$ cat src/rtl/alu_control_sequencer_if.sv
`default_nettype none
// ============================================================================
// Module   : alu_control_sequencer_if
// Purpose  : Bundles the run/IR inputs and every Datapath control strobe
//            driven by the hardwired control sequencer.
//            master = the sequencer, slave = the Datapath side.
// Revision : 1.0 - initial release
// ============================================================================
interface alu_control_sequencer_if #(
  parameter int NREGS = 16
);
  logic              run;
  logic [31:0]       IR;
  logic              PCout;
  logic              MARin;
  logic              IncPC;
  logic              PCin;
  logic              MDMuxread;
  logic              MDRin;
  logic              MDRout;
  logic              IRin;
  logic              Yin;
  logic              Zlowin;
  logic              Zhighin;
  logic              Zlowout;
  logic              Zhighout;
  logic              HIin;
  logic              LOin;
  logic [NREGS-1:0]  Rin;
  logic [NREGS-1:0]  Rout;
  logic [12:0]       alu_sel;
  logic              busy;
  logic              done;
  logic              illegal;

  modport master (
    input  run, IR,
    output PCout, MARin, IncPC, PCin, MDMuxread, MDRin, MDRout, IRin,
    output Yin, Zlowin, Zhighin, Zlowout, Zhighout, HIin, LOin,
    output Rin, Rout, alu_sel, busy, done, illegal
  );

  modport slave (
    output run, IR,
    input  PCout, MARin, IncPC, PCin, MDMuxread, MDRin, MDRout, IRin,
    input  Yin, Zlowin, Zhighin, Zlowout, Zhighout, HIin, LOin,
    input  Rin, Rout, alu_sel, busy, done, illegal
  );
endinterface
`default_nettype wire

$ cat src/rtl/alu_control_sequencer.sv
`default_nettype none
// ============================================================================
// Module   : alu_control_sequencer
// Purpose  : Hardwired control unit. Fetches an instruction, then sequences
//            the execute steps of the register-register ALU instructions
//            (three-register ops, mul/div, neg/not). Strobes are decoded
//            combinationally from the state register and the IR fields.
// Revision : 1.0 - initial release
// ============================================================================
module alu_control_sequencer #(
  parameter int NREGS = 16
) (
  input  wire logic              clock,
  input  wire logic              clear,
  alu_control_sequencer_if.master bus
);

  typedef enum logic [3:0] {
    S_IDLE  = 4'd0,
    S_T0    = 4'd1,
    S_T1    = 4'd2,
    S_T2    = 4'd3,
    S_T3    = 4'd4,
    S_T4    = 4'd5,
    S_T5    = 4'd6,
    S_T6    = 4'd7,
    S_FAULT = 4'd8
  } state_t;

  localparam logic [4:0] c_OP_ADD = 5'b00011;
  localparam logic [4:0] c_OP_SHL = 5'b01011;
  localparam logic [4:0] c_OP_DIV = 5'b01111;
  localparam logic [4:0] c_OP_MUL = 5'b10000;
  localparam logic [4:0] c_OP_NEG = 5'b10001;
  localparam logic [4:0] c_OP_NOT = 5'b10010;

  localparam logic [NREGS-1:0] c_REG_ONE = {{(NREGS-1){1'b0}}, 1'b1};

  state_t r_state;

  logic [4:0]       w_op;
  logic [3:0]       w_ra;
  logic [3:0]       w_rb;
  logic [3:0]       w_rc;
  logic             w_is_alu3;
  logic             w_is_muldiv;
  logic             w_is_unary;
  logic             w_legal;
  logic [12:0]      w_alu_hot;
  logic [NREGS-1:0] w_ra_hot;
  logic [NREGS-1:0] w_rb_hot;
  logic [NREGS-1:0] w_rc_hot;
  state_t           w_after_done;
  logic             w_unused;

  assign w_op = bus.IR[31:27];
  assign w_ra = bus.IR[26:23];
  assign w_rb = bus.IR[22:19];
  assign w_rc = bus.IR[18:15];
  assign w_unused = ^bus.IR[14:0];

  assign w_is_alu3   = (w_op >= c_OP_ADD) && (w_op <= c_OP_SHL);
  assign w_is_muldiv = (w_op == c_OP_DIV) || (w_op == c_OP_MUL);
  assign w_is_unary  = (w_op == c_OP_NEG) || (w_op == c_OP_NOT);
  assign w_legal     = w_is_alu3 || w_is_muldiv || w_is_unary;

  // add..shl occupy ALU bits 0..8; div..not sit 6 below their opcode (bits 9..12).
  always_comb begin
    w_alu_hot = 13'd0;
    if (w_is_alu3)
      w_alu_hot = 13'd1 << (w_op - c_OP_ADD);
    else if (w_is_muldiv || w_is_unary)
      w_alu_hot = 13'd1 << (w_op - 5'd6);
  end

  assign w_ra_hot = c_REG_ONE << w_ra;
  assign w_rb_hot = c_REG_ONE << w_rb;
  assign w_rc_hot = c_REG_ONE << w_rc;

  // Back-to-back instructions re-enter fetch with no idle gap while run stays high.
  assign w_after_done = bus.run ? S_T0 : S_IDLE;

  // State register: one step per clock, clear wins from any state.
  always_ff @(posedge clock) begin
    if (clear) begin
      r_state <= S_IDLE;
    end else begin
      case (r_state)
        S_IDLE:  r_state <= bus.run ? S_T0 : S_IDLE;
        S_T0:    r_state <= S_T1;
        S_T1:    r_state <= S_T2;
        S_T2:    r_state <= S_T3;
        S_T3:    r_state <= w_legal ? S_T4 : S_FAULT;
        S_T4:    r_state <= w_is_unary ? w_after_done : S_T5;
        S_T5:    r_state <= w_is_muldiv ? S_T6 : w_after_done;
        S_T6:    r_state <= w_after_done;
        S_FAULT: r_state <= S_FAULT;
        default: r_state <= S_IDLE;
      endcase
    end
  end

  // Strobe decode from state and IR; only one bus driver is raised per state.
  always_comb begin
    bus.PCout     = 1'b0;
    bus.MARin     = 1'b0;
    bus.IncPC     = 1'b0;
    bus.PCin      = 1'b0;
    bus.MDMuxread = 1'b0;
    bus.MDRin     = 1'b0;
    bus.MDRout    = 1'b0;
    bus.IRin      = 1'b0;
    bus.Yin       = 1'b0;
    bus.Zlowin    = 1'b0;
    bus.Zhighin   = 1'b0;
    bus.Zlowout   = 1'b0;
    bus.Zhighout  = 1'b0;
    bus.HIin      = 1'b0;
    bus.LOin      = 1'b0;
    bus.Rin       = '0;
    bus.Rout      = '0;
    bus.alu_sel   = 13'd0;
    bus.busy      = 1'b0;
    bus.done      = 1'b0;
    bus.illegal   = 1'b0;
    case (r_state)
      S_T0: begin
        bus.busy   = 1'b1;
        bus.PCout  = 1'b1;
        bus.MARin  = 1'b1;
        bus.IncPC  = 1'b1;
        bus.Zlowin = 1'b1;
      end
      S_T1: begin
        bus.busy      = 1'b1;
        bus.Zlowout   = 1'b1;
        bus.PCin      = 1'b1;
        bus.MDMuxread = 1'b1;
        bus.MDRin     = 1'b1;
      end
      S_T2: begin
        bus.busy   = 1'b1;
        bus.MDRout = 1'b1;
        bus.IRin   = 1'b1;
      end
      S_T3: begin
        bus.busy = 1'b1;
        if (w_is_alu3) begin
          bus.Rout = w_rb_hot;
          bus.Yin  = 1'b1;
        end else if (w_is_muldiv) begin
          bus.Rout = w_ra_hot;
          bus.Yin  = 1'b1;
        end else if (w_is_unary) begin
          bus.Rout    = w_rb_hot;
          bus.alu_sel = w_alu_hot;
          bus.Zlowin  = 1'b1;
        end
      end
      S_T4: begin
        bus.busy = 1'b1;
        if (w_is_alu3) begin
          bus.Rout    = w_rc_hot;
          bus.alu_sel = w_alu_hot;
          bus.Zlowin  = 1'b1;
        end else if (w_is_muldiv) begin
          bus.Rout    = w_rb_hot;
          bus.alu_sel = w_alu_hot;
          bus.Zlowin  = 1'b1;
          bus.Zhighin = 1'b1;
        end else if (w_is_unary) begin
          bus.Zlowout = 1'b1;
          bus.Rin     = w_ra_hot;
          bus.done    = 1'b1;
        end
      end
      S_T5: begin
        bus.busy = 1'b1;
        if (w_is_alu3) begin
          bus.Zlowout = 1'b1;
          bus.Rin     = w_ra_hot;
          bus.done    = 1'b1;
        end else if (w_is_muldiv) begin
          bus.Zlowout = 1'b1;
          bus.LOin    = 1'b1;
        end
      end
      S_T6: begin
        bus.busy     = 1'b1;
        bus.Zhighout = 1'b1;
        bus.HIin     = 1'b1;
        bus.done     = 1'b1;
      end
      S_FAULT: begin
        bus.illegal = 1'b1;
      end
      default: begin
      end
    endcase
  end

endmodule
`default_nettype wire

$ cat src/flat_wrapper.sv
// flat-port wrapper written by rule: the top's interface ports become plain ports
module alu_control_sequencer_flat 
#(
  parameter int NREGS = 16
)
  (clock, clear, bus_run, bus_IR, bus_PCout, bus_MARin, bus_IncPC, bus_PCin, bus_MDMuxread, bus_MDRin, bus_MDRout, bus_IRin, bus_Yin, bus_Zlowin, bus_Zhighin, bus_Zlowout, bus_Zhighout, bus_HIin, bus_LOin, bus_Rin, bus_Rout, bus_alu_sel, bus_busy, bus_done, bus_illegal);
  alu_control_sequencer_if #(.NREGS(NREGS)) bus_i ();
  input  wire logic clock;
  input  wire logic clear;
  input wire logic [$bits(bus_i.run)-1:0] bus_run;
  input wire logic [$bits(bus_i.IR)-1:0] bus_IR;
  output wire logic [$bits(bus_i.PCout)-1:0] bus_PCout;
  output wire logic [$bits(bus_i.MARin)-1:0] bus_MARin;
  output wire logic [$bits(bus_i.IncPC)-1:0] bus_IncPC;
  output wire logic [$bits(bus_i.PCin)-1:0] bus_PCin;
  output wire logic [$bits(bus_i.MDMuxread)-1:0] bus_MDMuxread;
  output wire logic [$bits(bus_i.MDRin)-1:0] bus_MDRin;
  output wire logic [$bits(bus_i.MDRout)-1:0] bus_MDRout;
  output wire logic [$bits(bus_i.IRin)-1:0] bus_IRin;
  output wire logic [$bits(bus_i.Yin)-1:0] bus_Yin;
  output wire logic [$bits(bus_i.Zlowin)-1:0] bus_Zlowin;
  output wire logic [$bits(bus_i.Zhighin)-1:0] bus_Zhighin;
  output wire logic [$bits(bus_i.Zlowout)-1:0] bus_Zlowout;
  output wire logic [$bits(bus_i.Zhighout)-1:0] bus_Zhighout;
  output wire logic [$bits(bus_i.HIin)-1:0] bus_HIin;
  output wire logic [$bits(bus_i.LOin)-1:0] bus_LOin;
  output wire logic [$bits(bus_i.Rin)-1:0] bus_Rin;
  output wire logic [$bits(bus_i.Rout)-1:0] bus_Rout;
  output wire logic [$bits(bus_i.alu_sel)-1:0] bus_alu_sel;
  output wire logic [$bits(bus_i.busy)-1:0] bus_busy;
  output wire logic [$bits(bus_i.done)-1:0] bus_done;
  output wire logic [$bits(bus_i.illegal)-1:0] bus_illegal;
  assign bus_i.run = bus_run;
  assign bus_i.IR = bus_IR;
  assign bus_PCout = bus_i.PCout;
  assign bus_MARin = bus_i.MARin;
  assign bus_IncPC = bus_i.IncPC;
  assign bus_PCin = bus_i.PCin;
  assign bus_MDMuxread = bus_i.MDMuxread;
  assign bus_MDRin = bus_i.MDRin;
  assign bus_MDRout = bus_i.MDRout;
  assign bus_IRin = bus_i.IRin;
  assign bus_Yin = bus_i.Yin;
  assign bus_Zlowin = bus_i.Zlowin;
  assign bus_Zhighin = bus_i.Zhighin;
  assign bus_Zlowout = bus_i.Zlowout;
  assign bus_Zhighout = bus_i.Zhighout;
  assign bus_HIin = bus_i.HIin;
  assign bus_LOin = bus_i.LOin;
  assign bus_Rin = bus_i.Rin;
  assign bus_Rout = bus_i.Rout;
  assign bus_alu_sel = bus_i.alu_sel;
  assign bus_busy = bus_i.busy;
  assign bus_done = bus_i.done;
  assign bus_illegal = bus_i.illegal;
  alu_control_sequencer #(.NREGS(NREGS)) u_core (.clock(clock), .clear(clear), .bus(bus_i));
endmodule
$ cat config.mk
export PLATFORM = sky130hd
export DESIGN_NAME = alu_control_sequencer_flat
export DESIGN_NICKNAME = d
export VERILOG_FILES = /design/src/rtl/alu_control_sequencer_if.sv /design/src/rtl/alu_control_sequencer.sv /design/src/flat_wrapper.sv
export SDC_FILE = /design/constraint.sdc
export NUM_CORES = 1
export LEC_CHECK = 0
export ABC_AREA = 1
export BUFFER_PORTS_ARGS = -buffer_cell sky130_fd_sc_hd__buf_2
export CORE_UTILIZATION = 53
export DETAILED_ROUTE_END_ITERATION = 12
export GPL_TIMING_DRIVEN = 0
export MAX_ROUTING_LAYER = met4
export PLACE_DENSITY = 0.95
export SYNTH_ARGS = -nofsm -noshare
export SYNTH_HDL_FRONTEND = slang
export SYNTH_SLANG_ARGS = --single-unit
$ cat constraint.sdc
create_clock -name clock -period 3.63 [get_ports clock]
set_clock_uncertainty 0.1 [all_clocks]
set_input_delay 0.363 -clock clock [delete_from_list [all_inputs] [get_ports clock]]
set_output_delay 0.363 -clock clock [all_outputs]
set_load 0.005 [all_outputs]
* After elaboration in Yosys (flattened, before gate mapping)
Cells that the tools add are included.
Storage, ports and cells: bits in registers 4, latch bits 0, RAM bits 0, ROM bits 0, bits of input ports 35, output and inout bits 63, logic and storage cells 74, memories kept 0
Operators by class: add/sub/neg operators 2, multiply operators 0, div/mod/pow operators 0, $lt $le $gt $ge 2, equality and inequality tests 12, shifts and indexed selects 5, muxes and demuxes 43, bitwise logic cells 0, reductions and logical operators 9
Operators by type and width (count):
- 16-bit 2-to-1 mux | 9
- 13-bit 2-to-1 mux | 7
- 16-bit case mux with 2 select lines | 2
- 1-bit by 4-bit << shifter with 16-bit output (first input constant) | 3
- 4-bit case mux with 8 select lines | 1
- 13-bit case mux with 2 select lines | 1
- 1-bit by 5-bit << shifter with 13-bit output (first input constant) | 2
- 1-bit 2-to-1 mux | 17
- 4-bit by 3-bit equality test with 1-bit output (second input constant) | 4
- 5-bit equality test (second input constant) | 3
- 4-bit 2-to-1 mux | 3
- 1-bit case mux with 3 select lines | 3
- 4-bit by 2-bit equality test with 1-bit output (second input constant) | 2
- 7-bit OR reduction | 1
- 5-bit by 4-bit equality test with 1-bit output (second input constant) | 1
- 5-bit by 2-bit >= comparator with 1-bit output (second input constant) | 1
- 5-bit by 4-bit <= comparator with 1-bit output (second input constant) | 1
- 1-bit logical OR | 5
- 5-bit by 2-bit subtractor with 5-bit output (second input constant) | 1
- 5-bit by 3-bit subtractor with 5-bit output (second input constant) | 1
- 4-bit by 1-bit equality test with 1-bit output (second input constant) | 1
- 4-bit equality test (second input constant) | 1
- 4-bit zero test | 1
- 2-bit OR reduction | 1
- 1-bit logical AND | 1

* Longest topological paths before layout
Gate-level depths: netlist of the first run.
word-level depth 9, mapped depth 12, gate-level depth less buffers 11

* Worst setup path before layout of the first run
Ideal clock, no wire load.
kind input to output, start input port bus_IR[29], end output port bus_Rin[0], data arrival time 1.432 ns, data required time 3.167 ns, path slack 1.735 ns, stages on the path 11, buffers on the path 1, cell sequence inv_4 -> ha_1 -> nand2_1 -> nand3_1 -> nand2_1 -> nor2_4 -> nand2_2 -> nand2_2 -> inv_4 -> buf_6 -> nor3_2
On the way: longest elaborated chain between the ends 6, elaborated cells between the ends (all ways) 14, those cells by class order compare: 2; eq/ne: 4; mux: 5; reduce/logical: 3
RTL lines:
- from (decl) | line flat_wrapper.sv:11 | input wire logic [$bits(bus_i.IR)-1:0] bus_IR;
- 5-bit equality test | line alu_control_sequencer.sv:64 | assign w_is_unary = (w_op == c_OP_NEG) || (w_op == c_OP_NOT);
- 1-bit logical OR | line alu_control_sequencer.sv:64
- 16-bit 2-to-1 mux | line alu_control_sequencer.sv:171 | end else if (w_is_unary) begin
- 16-bit 2-to-1 mux | line alu_control_sequencer.sv:166 | end else if (w_is_muldiv) begin
- 16-bit 2-to-1 mux | line alu_control_sequencer.sv:162 | if (w_is_alu3) begin
- 16-bit case mux with 2 select lines * | line alu_control_sequencer.sv:126 | case (r_state)
- to (decl) | line flat_wrapper.sv:27 | output wire logic [$bits(bus_i.Rin)-1:0] bus_Rin;
Every way passes the cells marked *; elsewhere a longest branch is shown, timed or not.

* Worst setup path after layout of the first run
start register u_core.r_state[0], end output port bus_Rout[2]
On the way: longest elaborated chain between the ends 2, elaborated cells between the ends (all ways) 3, those cells by class eq/ne: 2; mux: 1
RTL lines:
- from (decl) | line alu_control_sequencer.sv:39 | state_t r_state;
- from (signal assigned) | line alu_control_sequencer.sv:89 | S_IDLE: r_state <= bus.run ? S_T0 : S_IDLE;
- from (signal assigned) | line alu_control_sequencer.sv:93 | S_T3: r_state <= w_legal ? S_T4 : S_FAULT;
- from (signal assigned) | line alu_control_sequencer.sv:94 | S_T4: r_state <= w_is_unary ? w_after_done : S_T5;
- 4-bit by 3-bit equality test with 1-bit output | line alu_control_sequencer.sv:126
- 16-bit case mux with 2 select lines * | line alu_control_sequencer.sv:126
- to (decl) | line flat_wrapper.sv:28 | output wire logic [$bits(bus_i.Rout)-1:0] bus_Rout;
Marked as above.

==> results, run 1 <==
- The number of flip-flops in the largest register is 4.
- Setup repair after global routing left no endpoint under its margin.
- The number of storage elements in the synthesis netlist is 4.
- The effective utilization at floorplan is 55.0%.
- Counting flops with an async set or reset pin after synthesis yields a share of 0%.
- Hold repair after CTS inserted 0 buffers.
- The Yosys step of the flow raised 0 warnings.
- The number of max-cap violations is 0.
- The number of hold violations in the final report is 0.
- After floorplanning, the core was sized to cover 4000 um^2.
- The clock period minus worst slack is 2440 ps.
- The design internal power is 0.197 mW.
- The largest registers in the layout are u_core.r_state (4).
- The tree is rooted in a sky130_fd_sc_hd__clkbuf_8.
- The die extent in y is 66.4 um.
- Yosys mapped the design onto 28 distinct sky130hd cell types.
- The proportion of netlist area held by the largest area contributor is 27.6%.
- The via count of the first global-routing pass is 2,625.
- A synthesized cell averages 4.87 um^2.
- The combinational cell fraction of total power is 60.3%.
- The net count of the finished layout is 572.
- The wire length reported by the detailed router is 6820 um.
- Cells fill 67.3% of the core in the end.
- The largest driver fanout on the critical path is 10.
- For this run, the total global-route usage over all layers was measured as 31.2%.
- Counting both buffers and inverters, the worst setup path holds a total of 3.
- In this run switching power makes up 47.5% of total power.
- Buffers added to address setup during post-CTS repair amount to 0.
- The family with the most delay on the worst path is simple AND/OR/NAND/NOR gates.
- The fraction of the yosys area taken by sequential cells is 3.64%.
- On the worst path, the slowest cell contributes a delay of 390 ps.
- The first global-routing pass estimated 10,800 um of wire.
- The number of clock sinks seen by CTS is 4.
- The congestion estimate from routability-driven global placement came to 0.929.
- The startpoint type of the worst setup path is a flip-flop.
- The area growth from synthesis to layout is 22.5%.
- The die outline area is 4410 um^2.
- The post-detailed-placement cell area is 2650 um^2.
- The maximum clock frequency is 411 MHz.
- Of the available clock period, the critical path in the final layout requires 67.1%.
- The sequential cell area is 80.1 um^2.
- For this block, the via count after detailed routing is 3,148.
- The number of antenna diodes in the final layout is 0.
- The number of buffers created by CTS is 3.
- The headroom to the max-slew limit is 63.8%.
- No sink is reached through more buffers than the 2 on the longest clock path.
- The number of max-slew violations in the final report is 0.
- The most frequently used flop master after synthesis is sky130_fd_sc_hd__dfxtp_1.
- At the worst endpoint, the required time is 3170 ps.
- The analysis attributes to cell leakage a power of 1.56 nW.
- The average via count per standard cell is 5.40.
- After filler insertion, the fill cell instance count of the layout stands at 383.
- The total setup violations reported at the end of the flow is 0.
- The number of instances resized during post-cts repair is 0.
- The die is 66.4 um wide.
- The peak supply drop is 0.178 mV.
- The critical path goes through nand2_1, nor2_2, inv_2, nor2_4, inv_1, o21a_1, nand2_1, buf_2.
- The post-route cell area is 2690 um^2.
- Entering global routing, the biggest net connects 11 pins.
- For the pin with the worst max-slew slack, the measured transition is 543 ps.
- The most frequent cell after synthesis is sky130_fd_sc_hd__nand2_1.
- TritonCTS built the clock tree.
- The total standard cell area after synthesis is 2200 um^2.
- After detailed routing, the average wire length per cell comes to 11.7 um.
- Power spread over the standard cell area amounts to 139 nW/um^2.
- The DRC marker count from the first detailed-route iteration is 344.
- Summed over all layers, the global routing overflow is 0.
- Of the total power, registers draw 14.1%.
- The clock network latency to the later pin of the worst-skew pair is 220 ps.
- The number of top-level pins is 98.
- The detail route stage leaves a number of antenna-violating nets equal to 0.
- By area the synthesized netlist is led by sky130_fd_sc_hd__nand2_1 28%, sky130_fd_sc_hd__nor2_1 13%, sky130_fd_sc_hd__nand3_1 9.1%, sky130_fd_sc_hd__inv_1 7.3%, sky130_fd_sc_hd__nand4_1 4.0%.
- After clock tree synthesis, the clock-pin slew on the worst setup and hold paths is 30 ps.
- The net count after synthesis is 489.
- The flow ran to the end, and the final reports show no timing, DRC or antenna violations.
- For this design, the slowest cell found on the critical path is sky130_fd_sc_hd__dfxtp_1.
- The top register by number of flip-flops is u_core.r_state.
- The total net switching power is 0.179 mW.
- The HPWL after detailed placement is 5440 um.
- CTS built an H-tree with a depth of 1.
- The category of the most critical setup path is reg2out.
- The number of detailed-route iterations in the first pass is 5.
- The worst min-delay path class is in2reg.
- Buffers placed on the I/O ports in this run total 78.
- The cell repeated most along the worst path is sky130_fd_sc_hd__nand2_1.
- Of all cell types, the one taking the most synthesized area is sky130_fd_sc_hd__nand2_1.
- The initial antenna violation count came to 0.
- Cells with a size suffix above 1 make up 25.9% of the layout.
- The part of the total power dissipated in the clock network is 25.6%.
- For the worst setup path, the data arrival time is 1970 ps.
- After floorplanning, the core was divided into 23 placement rows.
- Sorting the synthesized cells by how often they occur yields 162 x sky130_fd_sc_hd__nand2_1, 75 x sky130_fd_sc_hd__nor2_1, 43 x sky130_fd_sc_hd__inv_1.
- Synthesis produced 452 cells.
- The total negative slack for setup checks is 0 ps.
- In the routed design, unresolved DRC markers number 0.
- The multi-input gate area in the final layout is 1760 um^2.
- The sort of element at the end of the critical path is an output port.
- Yosys mapped a number of flops with a built-in enable equal to 0.
-- routing by layer --
layer | vias to the layer above | GRT usage, % | part of all wire, %
li1 | 1585 | - | -
met1 | 1379 | 39.1 | 44
met2 | 170 | 51.9 | 46
met3 | 14 | 2.59 | 7.5
met4 | 0 | 11.7 | 1.8
met5 | - | - | 0
-- cell families (layout without fill, tap and decap cells) --
family | after synthesis | count (layout) | share of synthesized area, %
simple gates | 346 | 346 | 71.7
buf+inv | 73 | 154 | 16.6
fa+ha+maj | 2 | 2 | 1.14
flops | 4 | 4 | 3.64
compound gates | 27 | 27 | 6.94
-- metrics by stage --
step                power [mW]  hold slack (ps)  setup WS (ps)  std cells
CTS                      0.375              208           1250        583
global placement         0.268              433           1290        580
finish                   0.376              212           1190        583
floorplan                0.209              332           1740        452
detailed placement       0.274              445           1260        580
global route             0.406              226           1040        583
-- area by class of cell --
type                    instances  area share [%]
clock buffers                   3            1.53
repair buffers                 78            14.5
multi-input cells             375            65.2
well taps                      50            2.32
inverters                      51            7.48
flip-flops and latches          4            2.97
plain buffers                  22            6.04
-- worst reg2reg max path, delay by kind of cell (launching register included) --
kind / cells / cell delay [ps]
buffers and inverters: 1 / 40
AND/OR/NAND/NOR: 7 / 1010
flip-flops: 1 / 390
-- cells in the final DEF (no fill, tap or decap) --
cell type and n:
sky130_fd_sc_hd__inv_2 2, sky130_fd_sc_hd__nand3_2 2, sky130_fd_sc_hd__inv_4 4, sky130_fd_sc_hd__nand2_4 3, sky130_fd_sc_hd__or2_2 1, sky130_fd_sc_hd__clkbuf_1 3
sky130_fd_sc_hd__nor2_4 5, sky130_fd_sc_hd__buf_6 5, sky130_fd_sc_hd__nor4_1 3, sky130_fd_sc_hd__buf_4 10, sky130_fd_sc_hd__nor3_2 7, sky130_fd_sc_hd__nand3_1 40
sky130_fd_sc_hd__nand2_1 162, sky130_fd_sc_hd__dfxtp_1 4, sky130_fd_sc_hd__nor2_2 6, sky130_fd_sc_hd__inv_1 43, sky130_fd_sc_hd__nand3b_1 2, sky130_fd_sc_hd__nor3_1 17
sky130_fd_sc_hd__o21a_1 7, sky130_fd_sc_hd__clkbuf_8 3, sky130_fd_sc_hd__ha_1 2, sky130_fd_sc_hd__nand4_1 14, sky130_fd_sc_hd__clkinv_1 2, sky130_fd_sc_hd__nor3b_1 1
sky130_fd_sc_hd__nor2_1 75, sky130_fd_sc_hd__nand2_2 8, sky130_fd_sc_hd__o21ai_0 9, sky130_fd_sc_hd__a21oi_1 11, sky130_fd_sc_hd__buf_2 82
-- final timing paths --
path                          start  depth (start not counted)                 to  slack, ps
setup / recovery  u_core.r_state[0]                          8        bus_Rout[2]       1190
hold / removal                clear                          2  u_core.r_state[2]        210
setup reg to reg  u_core.r_state[0]                          8  u_core.r_state[0]       2030
hold reg to reg   u_core.r_state[2]                          2  u_core.r_state[3]        540
-- power groups by stage --
| stage | logic (mW) | registers (mW) | clock network, mW |
|---|---|---|---|
| after floorplan | 0.157 | 0.0524 | 0 |
| after global placement | 0.215 | 0.0530 | 0 |
| after detailed placement | 0.221 | 0.0532 | 0 |
| after CTS | 0.222 | 0.0526 | 0.100 |
| after global routing | 0.250 | 0.0536 | 0.102 |
| final | 0.227 | 0.0529 | 0.0961 |
Power figures use the tool's default switching activity.
==> run 2, diff against run 1 <==
--- a/config.mk
+++ b/config.mk
@@ -5,13 +5,13 @@
 export SDC_FILE = /design/constraint.sdc
 export NUM_CORES = 1
 export LEC_CHECK = 0
-export ABC_AREA = 1
+export ABC_AREA = 0
 export BUFFER_PORTS_ARGS = -buffer_cell sky130_fd_sc_hd__buf_2
-export CORE_UTILIZATION = 53
+export CORE_UTILIZATION = 46
 export DETAILED_ROUTE_END_ITERATION = 12
 export GPL_TIMING_DRIVEN = 0
 export MAX_ROUTING_LAYER = met4
-export PLACE_DENSITY = 0.95
+export PLACE_DENSITY = 0.93
 export SYNTH_ARGS = -nofsm -noshare
 export SYNTH_HDL_FRONTEND = slang
 export SYNTH_SLANG_ARGS = --single-unit
==> constraint.sdc (replaced) <==
create_clock -name clock -period 2.4 [get_ports clock]
set_clock_uncertainty 0.1 [all_clocks]
set_input_delay 0.24 -clock clock [delete_from_list [all_inputs] [get_ports clock]]
set_output_delay 0.24 -clock clock [all_outputs]
set_load 0.005 [all_outputs]
==> results, run 2 <==
- Status: finished, violations left (was finished, final reports clean).
- The final reports fail on negative setup slack.
- The number of instances in the placed design is 418 (was 580).
- The count of buffer and inverter cells on the critical path is 4 (was 3).
- The mean cell area of the mapped netlist is 5.97 um^2 (was 4.87 um^2).
- The library cell used as clock root buffer was sky130_fd_sc_hd__clkbuf_8 (unchanged).
- The synthesized netlist cell count is 291 (was 452).
- The startpoint of the worst-slack reg-to-reg timing path is u_core.r_state[1] (was u_core.r_state[0]).
- The number of top-level pins is 98 (unchanged).
- The share of synthesized flip-flops with an asynchronous set or reset is 0% (unchanged).
- The average via count per standard cell is 6.49 (was 5.40).
- The die outline area came to 4030 um^2 (was 4410 um^2).
- The clock network latency to the later pin of the worst-skew pair is 210 ps (was 220 ps).
- The total standard cell area after synthesis is 1740 um^2 (was 2200 um^2).
- The peak supply drop is 0.345 mV (was 0.178 mV).
- Most used cells in the layout excluding fill and tap cells: 81 x sky130_fd_sc_hd__buf_2, 28 x sky130_fd_sc_hd__nand2_1, 27 x sky130_fd_sc_hd__nor3_1, 24 x sky130_fd_sc_hd__nor2_1, 22 x sky130_fd_sc_hd__buf_4 (was 162 x sky130_fd_sc_hd__nand2_1, 82 x sky130_fd_sc_hd__buf_2, 75 x sky130_fd_sc_hd__nor2_1, 43 x sky130_fd_sc_hd__inv_1, 40 x sky130_fd_sc_hd__nand3_1).
- The number of core rows is 21 (was 23).
- The total setup violations reported at the end of the flow came to 9 (was 0).
- The largest driver fanout on the critical path is 6 (was 10).
- The register-to-register path setup slack is 600 ps (was 2030 ps).
- The horizontal die dimension is 63.4 um (was 66.4 um).
- The net count after synthesis is 328 (was 489).
- The DRC marker count from the first detailed-route iteration is 353 (was 344).
- The startpoint type of the worst setup path is an input pin (was flip-flop).
- The number of detailed-route iterations in the first pass is 5 (unchanged).
- The number of buffers created by CTS was 3 (unchanged).
- The number of clock sinks seen by CTS came to 4 (unchanged).
- The clock tree from TritonCTS is built (unchanged).
- The remaining design rule violation count is 0 (unchanged).
- The total track usage was 32.9% (was 31.2%).
- The via count of the first global-routing pass is 2,412 (was 2,625).
- The number of flops mapped to enable cells by yosys came to 0 (unchanged).
- The leakage power figure is 1.09 nW (was 1.56 nW).
- The number of hold violations in the final report came to 0 (unchanged).
- The share of final-layout standard cells stronger than drive strength 1 is 39.8% (was 25.9%).
- The end-of-flow core utilization came to 74.4% (was 67.3%).
- The maximum buffer depth of the clock tree is 2 (unchanged).
- The effective utilization at floorplan is 50.1% (was 55.0%).
- The remaining global-route overflow is 0 (unchanged).
- The worst min-delay path class is in2reg (unchanged).
- RSZ-0062 raised after global routing: true (was false).
- The post-synthesis to final-layout area growth is 48.6% (was 22.5%).
- The category of the most critical setup path is in2out (was reg2out).
- The final cell count without fillers is 433 (was 583).
- The first-pass GRT wire length is 10,700 um (was 10,800 um).
- The most frequent cell after synthesis is sky130_fd_sc_hd__nand2_1 (unchanged).
- The cell type with the highest aggregate area in the netlist is sky130_fd_sc_hd__nor3_1 (was sky130_fd_sc_hd__nand2_1).
- The number of max-cap violations is 0 (unchanged).
- The fraction of the yosys area taken by sequential cells came to 4.61% (was 3.64%).
- The family with the most delay on the worst path is simple AND/OR/NAND/NOR gates (unchanged).
- Dividing the final minimum period by the clock period gives 102%.
- The sort of element at the end of the critical path is an output port (unchanged).
- The worst-case reg-to-reg path depth is 5 (was 8).
- The largest stage delay on the critical path is 480 ps (was 390 ps).
- The number of max-slew violations in the final report is 0 (unchanged).
- The number of antenna diodes was 0 (unchanged).
- The arrival time reported for the critical path endpoint is 2120 ps (was 1970 ps).
- The transition time at the pin with the least slew margin was 552 ps (was 543 ps).
- The wire length reported by the detailed router is 7270 um (was 6820 um).
- The startpoint of the most critical hold path is clear (unchanged).
- The area of the core region is 3470 um^2 (was 4000 um^2).
- The wire length per cell after detailed routing is 16.8 um (was 11.7 um).
- The hold path endpoint is u_core.r_state[3] (was u_core.r_state[2]).
- The clock period minus worst slack is 2460 ps.
- The via count of the routed design is 2,810 (was 3,148).
- The headroom to the max-slew limit is 62.9% (was 63.8%).
- The endpoint of the worst register-to-register path is u_core.r_state[0] (unchanged).
- The worst slack after detailed placement came to -489 ps (was 1260 ps).
- The power per standard cell area is 250 nW/um^2 (was 139 nW/um^2).
- The number of flip-flops in the largest register is 4 (unchanged).
- The total number of yosys warnings came to 0 (unchanged).
- The proportion of netlist area held by the largest area contributor is 8.07% (was 27.6%).
- Post-synth top cells: 29 x sky130_fd_sc_hd__nand2_1, 28 x sky130_fd_sc_hd__nor3_1, 26 x sky130_fd_sc_hd__nor2_1 (was 162 x sky130_fd_sc_hd__nand2_1, 75 x sky130_fd_sc_hd__nor2_1, 43 x sky130_fd_sc_hd__inv_1).
- The quantity of I/O buffers inserted on ports was 81 (was 78).
- Cells traversed along the worst timing path: buf_8, buf_6, inv_4, ha_4, nor2_4, o311ai_4, a211oi_2, or2_4, or4_4, o221ai_2, buf_2 (was nand2_1, nor2_2, inv_2, nor2_4, inv_1, o21a_1, nand2_1, buf_2).
- The HPWL after detailed placement is 4840 um (was 5440 um).
- Largest regs: u_core.r_state (4) (unchanged).
- Most area-consuming cells after synthesis: sky130_fd_sc_hd__nor3_1 8.1%, sky130_fd_sc_hd__a21oi_1 6.9%, sky130_fd_sc_hd__nand2_1 6.3%, sky130_fd_sc_hd__nor2_1 5.6%, sky130_fd_sc_hd__o221ai_1 5.5% (was sky130_fd_sc_hd__nand2_1 28%, sky130_fd_sc_hd__nor2_1 13%, sky130_fd_sc_hd__nand3_1 9.1%, sky130_fd_sc_hd__inv_1 7.3%, sky130_fd_sc_hd__nand4_1 4.0%).
- The number of cells on the worst hold path is 2 (unchanged).
- The most frequently used flop master after synthesis is sky130_fd_sc_hd__dfxtp_1 (unchanged).
- The pin count of the biggest net entering global routing is 11 (unchanged).
- The net count of the finished layout was 426 (was 572).
- The number of storage elements in the synthesis netlist is 4 (unchanged).
- The initial antenna violation count came to 0 (unchanged).
- The count of antenna-violating nets left after detailed routing came to 0 (unchanged).
- The most common cell after layout, fill and taps aside is sky130_fd_sc_hd__buf_2 (was sky130_fd_sc_hd__nand2_1).
- The master of the slowest instance on the critical path is sky130_fd_sc_hd__or4_4 (was sky130_fd_sc_hd__dfxtp_1).
- The data required time of the critical path came to 2060 ps (was 3170 ps).
- For this run, the top clock speed supported by timing is 407 MHz.
- The die extent in y is 63.4 um (was 66.4 um).
- The worst setup margin is -55.5 ps (was 1190 ps).
- The total negative slack for setup checks is -207 ps (was 0 ps).
- The final weighted congestion in routability-driven placement is 0.940 (was 0.929).
- The total number of H-tree levels came to 1 (unchanged).
- The count of unique library cells instantiated by Yosys is 51 (was 28).
- The top register by number of flip-flops is u_core.r_state (unchanged).
- The clock transition time at the flip-flop clock pins of the worst setup and hold paths is 30 ps (about the same).
-- run 2: through the flow --
step | instance area [um^2] | hold WS (ps) | power (mW)
global route | 2580 | 136 | 0.683
detailed placement | 2200 | 354 | 0.414
finish | 2580 | 145 | 0.646
CTS | 2420 | 133 | 0.589
global placement | 2200 | 349 | 0.404
floorplan | 1740 | 209 | 0.304
-- run 2: per-layer routing --
metal	wire length, um	vias up	share of wire, %	GRT usage [%]
li1	-	1287	-	-
met1	2910	1281	40	41.9
met2	3430	209	47	53.7
met3	712	33	9.8	2.90
met4	208	0	2.9	12.2
met5	0	-	0	-
-- run 2: what timing repair did --
action                     in CTS  in global routing
buffers inserted                7                  7
setup endpoints to repair      44                 42
hold buffers                    0                  0
resized for setup              30                 43
pin swaps                      14                  9
-- run 2: how the worst max path moves through the flow --
stage	from	end	slack, ps	depth (start not counted)
floorplan	bus_IR[29]	bus_Rout[9]	50	10
global placement	bus_IR[29]	bus_Rout[13]	-420	12
detailed placement	bus_IR[29]	bus_Rout[15]	-490	11
CTS	bus_IR[29]	bus_Rout[13]	-140	12
global route	bus_IR[29]	bus_alu_sel[6]	-250	12
finish	bus_IR[29]	bus_Rout[15]	-60	11
-- run 2: logic make-up (layout without fill, tap and decap cells) --
| group | after synthesis | count (layout) | synth area share (%) |
|---|---|---|---|
| adder cells (fa/ha/maj) | 2 | 2 | 1.44 |
| AO/OA/AOI/OAI | 75 | 75 | 29.5 |
| AND/OR/NAND/NOR | 169 | 169 | 52.0 |
| flip-flops | 4 | 4 | 4.61 |
| multiplexers | 2 | 2 | 1.30 |
| buffers and inverters | 36 | 132 | 9.65 |
| XOR/XNOR | 3 | 3 | 1.51 |
-- run 2: report_power, final --
part / internal [mW] / switching (mW)
Clock: 0.107 / 0.0311
Sequential: 0.0748 / 0.0104
Combinational: 0.166 / 0.257
-- run 2: cell type report --
class	instances	area (um^2)
tap	46	57.6
multi-input combinational	251	1680
inverter	10	40.0
fill	267	888
buffer	24	154
clock buffer	3	41.3
sequential	4	83.8
timing repair buffer	95	527
==> run 3, diff against run 2 <==
--- a/config.mk
+++ b/config.mk
@@ -12,6 +12,7 @@
 export GPL_TIMING_DRIVEN = 0
 export MAX_ROUTING_LAYER = met4
 export PLACE_DENSITY = 0.93
+export REMOVE_ABC_BUFFERS = 1
 export SYNTH_ARGS = -nofsm -noshare
 export SYNTH_HDL_FRONTEND = slang
 export SYNTH_SLANG_ARGS = --single-unit
==> results, run 3 (synthesis results as in run 2) <==
- The share of final-layout standard cells stronger than drive strength 1 is 40.1% (was 39.8%).
- The final-layout fill cell count is 255 (was 267).
- The post-route cell area is 2540 um^2 (was 2580 um^2).
- The clock network latency to the later pin of the worst-skew pair is 210 ps (about the same).
- The number of flip-flops in the largest register is 4 (unchanged).
- The average via count per standard cell came to 6.77 (was 6.49).
- The final hold slack was 142 ps (was 145 ps).
- The number of max-cap violations is 0 (unchanged).
- The DRC marker count from the first detailed-route iteration was 501 (was 353).
- The number of buffers created by CTS is 3 (unchanged).
- The maximum buffer depth of the clock tree is 2 (unchanged).
- The post-detailed-placement cell area came to 2070 um^2 (was 2200 um^2).
- The wire length per cell after detailed routing is 17.8 um (was 16.8 um).
- The clock period minus worst slack is 2430 ps (was 2460 ps).
- The die extent in y was 63.4 um (unchanged).
- The wire length reported by the detailed router is 7340 um (was 7270 um).
- The die outline area came to 4030 um^2 (unchanged).
- Status: finished, violations left (unchanged).
- The final weighted congestion in routability-driven placement is 0.999 (was 0.940).
- The first-pass GRT wire length came to 10,600 um (was 10,700 um).
- The number of clock sinks seen by CTS was 4 (unchanged).
- The clock transition time at the flip-flop clock pins of the worst setup and hold paths is 30 ps (about the same).
- The part of the cycle the worst path needs is 101% (was 102%).
- The pin count of the biggest net entering global routing is 25 (was 11).
- The clock tree from TritonCTS is built (unchanged).
- The sort of element at the end of the critical path is an output port (unchanged).
- The top register by number of flip-flops is u_core.r_state (unchanged).
- Largest regs: u_core.r_state (4) (unchanged).
- The quantity of I/O buffers inserted on ports was 82 (was 81).
- The startpoint type of the worst setup path was a flip-flop (was input pin).
- The HPWL after detailed placement is 4450 um (was 4840 um).
- The count of antenna-violating nets left after detailed routing is 0 (unchanged).
- The leakage power figure is 1.05 nW (was 1.09 nW).
- The peak supply drop was 0.179 mV (was 0.345 mV).
- The horizontal die dimension is 63.4 um (unchanged).
- RSZ-0062 raised after global routing: true (unchanged).
- The number of antenna diodes was 0 (unchanged).
- The number of top-level pins was 98 (unchanged).
- The total number of H-tree levels is 1 (unchanged).
- The initial antenna violation count is 0 (unchanged).
- The net count of the finished layout is 406 (was 426).
- The data required time of the critical path came to 2060 ps (about the same).
- The via count of the first global-routing pass is 2,331 (was 2,412).
- The maximum clock frequency came to 411 MHz (was 407 MHz).
- The number of hold violations in the final report is 0 (unchanged).
- The effective utilization at floorplan came to 50.1% (unchanged).
- Most used cells in the layout excluding fill and tap cells: 77 x sky130_fd_sc_hd__buf_2, 28 x sky130_fd_sc_hd__nand2_1, 24 x sky130_fd_sc_hd__nor2_1, 23 x sky130_fd_sc_hd__nor3_1, 22 x sky130_fd_sc_hd__a21oi_1 (was 81 x sky130_fd_sc_hd__buf_2, 28 x sky130_fd_sc_hd__nand2_1, 27 x sky130_fd_sc_hd__nor3_1, 24 x sky130_fd_sc_hd__nor2_1, 22 x sky130_fd_sc_hd__buf_4).
- The library cell used as clock root buffer is sky130_fd_sc_hd__clkbuf_8 (unchanged).
- The worst slack after detailed placement is -608 ps (was -489 ps).
- The total track usage is 32.4% (was 32.9%).
- The worst min-delay path class is in2reg (unchanged).
- The arrival time reported for the critical path endpoint is 2090 ps (was 2120 ps).
- The most common cell after layout, fill and taps aside is sky130_fd_sc_hd__buf_2 (unchanged).
- The via count of the routed design was 2,795 (was 2,810).
- The number of detailed-route iterations in the first pass is 6 (was 5).
- Violations in the final reports: negative setup slack (unchanged).
- The post-synthesis to final-layout area growth is 46.4% (was 48.6%).
- The area of the core region was 3470 um^2 (unchanged).
- The worst setup margin is -30.2 ps (was -55.5 ps).
- The remaining global-route overflow came to 0 (unchanged).
- The power per standard cell area is 253 nW/um^2 (was 250 nW/um^2).
- The total setup violations reported at the end of the flow is 2 (was 9).
- The transition time at the pin with the least slew margin was 513 ps (was 552 ps).
- The register-to-register path setup slack is 570 ps (was 600 ps).
- The category of the most critical setup path is reg2out (was in2out).
- The number of max-slew violations in the final report was 0 (unchanged).
- The headroom to the max-slew limit came to 64.9% (was 62.9%).
- The largest driver fanout on the critical path is 9 (was 6).
- The remaining design rule violation count is 0 (unchanged).
- The number of core rows is 21 (unchanged).
==> run 3: cell count changes in the layout (fill, tap and decap cells not counted), moves of 4 or more <==
cell,change
sky130_fd_sc_hd__nor3_1,-4
sky130_fd_sc_hd__buf_4,-4
sky130_fd_sc_hd__buf_2,-4
sky130_fd_sc_hd__clkbuf_2,-4
==> run 3: final cells by class <==
cell class	instances	area (um^2)	area share [%]
clock buffer	3	41.3	1.62
inverter	10	40.0	1.57
multi-input combinational	251	1730	68.0
sequential	4	88.8	3.49
tap	46	57.6	2.26
timing repair buffer	99	587	23.1
==> run 3: worst paths after layout <==
check,start,endpoint,cells after the start
setup / recovery,u_core.r_state[0],bus_Rout[6],7
hold / removal,clear,u_core.r_state[2],2
setup reg to reg,u_core.r_state[3],u_core.r_state[2],6
hold reg to reg,u_core.r_state[2],u_core.r_state[0],2
==> run 3: metal layers <==
metal / global-route usage, % / up-vias / share of wire [%]
met5: - / - / 0
met4: 10.8 / 0 / 4.8
met3: 3.44 / 61 / 10
met2: 52.0 / 257 / 47
met1: 42.0 / 1231 / 38
li1: - / 1246 / -
==> run 3: what timing repair did <==
action | in CTS | in global routing
setup endpoints to repair | 46 | 42
pin swaps | 14 | 13
hold buffers | 0 | 0
cloned | 0 | 0
resized for setup | 35 | 34
buffers inserted | 10 | 7
==> run 3: worst max-delay path, stage by stage, from the launching register on <==
cell and delay, ps:
sky130_fd_sc_hd__dfxtp_4 350, sky130_fd_sc_hd__buf_4 140, sky130_fd_sc_hd__buf_4 170, sky130_fd_sc_hd__nor3_4 360, sky130_fd_sc_hd__nand2_2 170, sky130_fd_sc_hd__or3_1 400, sky130_fd_sc_hd__o211ai_1 130, sky130_fd_sc_hd__buf_2 160
==> run 3: power by group <==
part,switching (mW),internal [mW]
Sequential,0.0216,0.0749
Combinational,0.250,0.156
Clock,0.0332,0.107
Total,0.305,0.338
==> run 3: stage by stage <==
stage | util [%] | setup TNS, ps | power (mW) | instances
2_1_floorplan | - | 0 | 0.263 | 265
3_3_place_gp | 59.8 | -15280 | 0.375 | 393
6_report | 73.3 | -40.8 | 0.643 | 413
3_5_place_dp | 59.8 | -16220 | 0.381 | 393
5_1_grt | 73.3 | -452 | 0.685 | 413
4_1_cts | 67.0 | -18.1 | 0.579 | 406
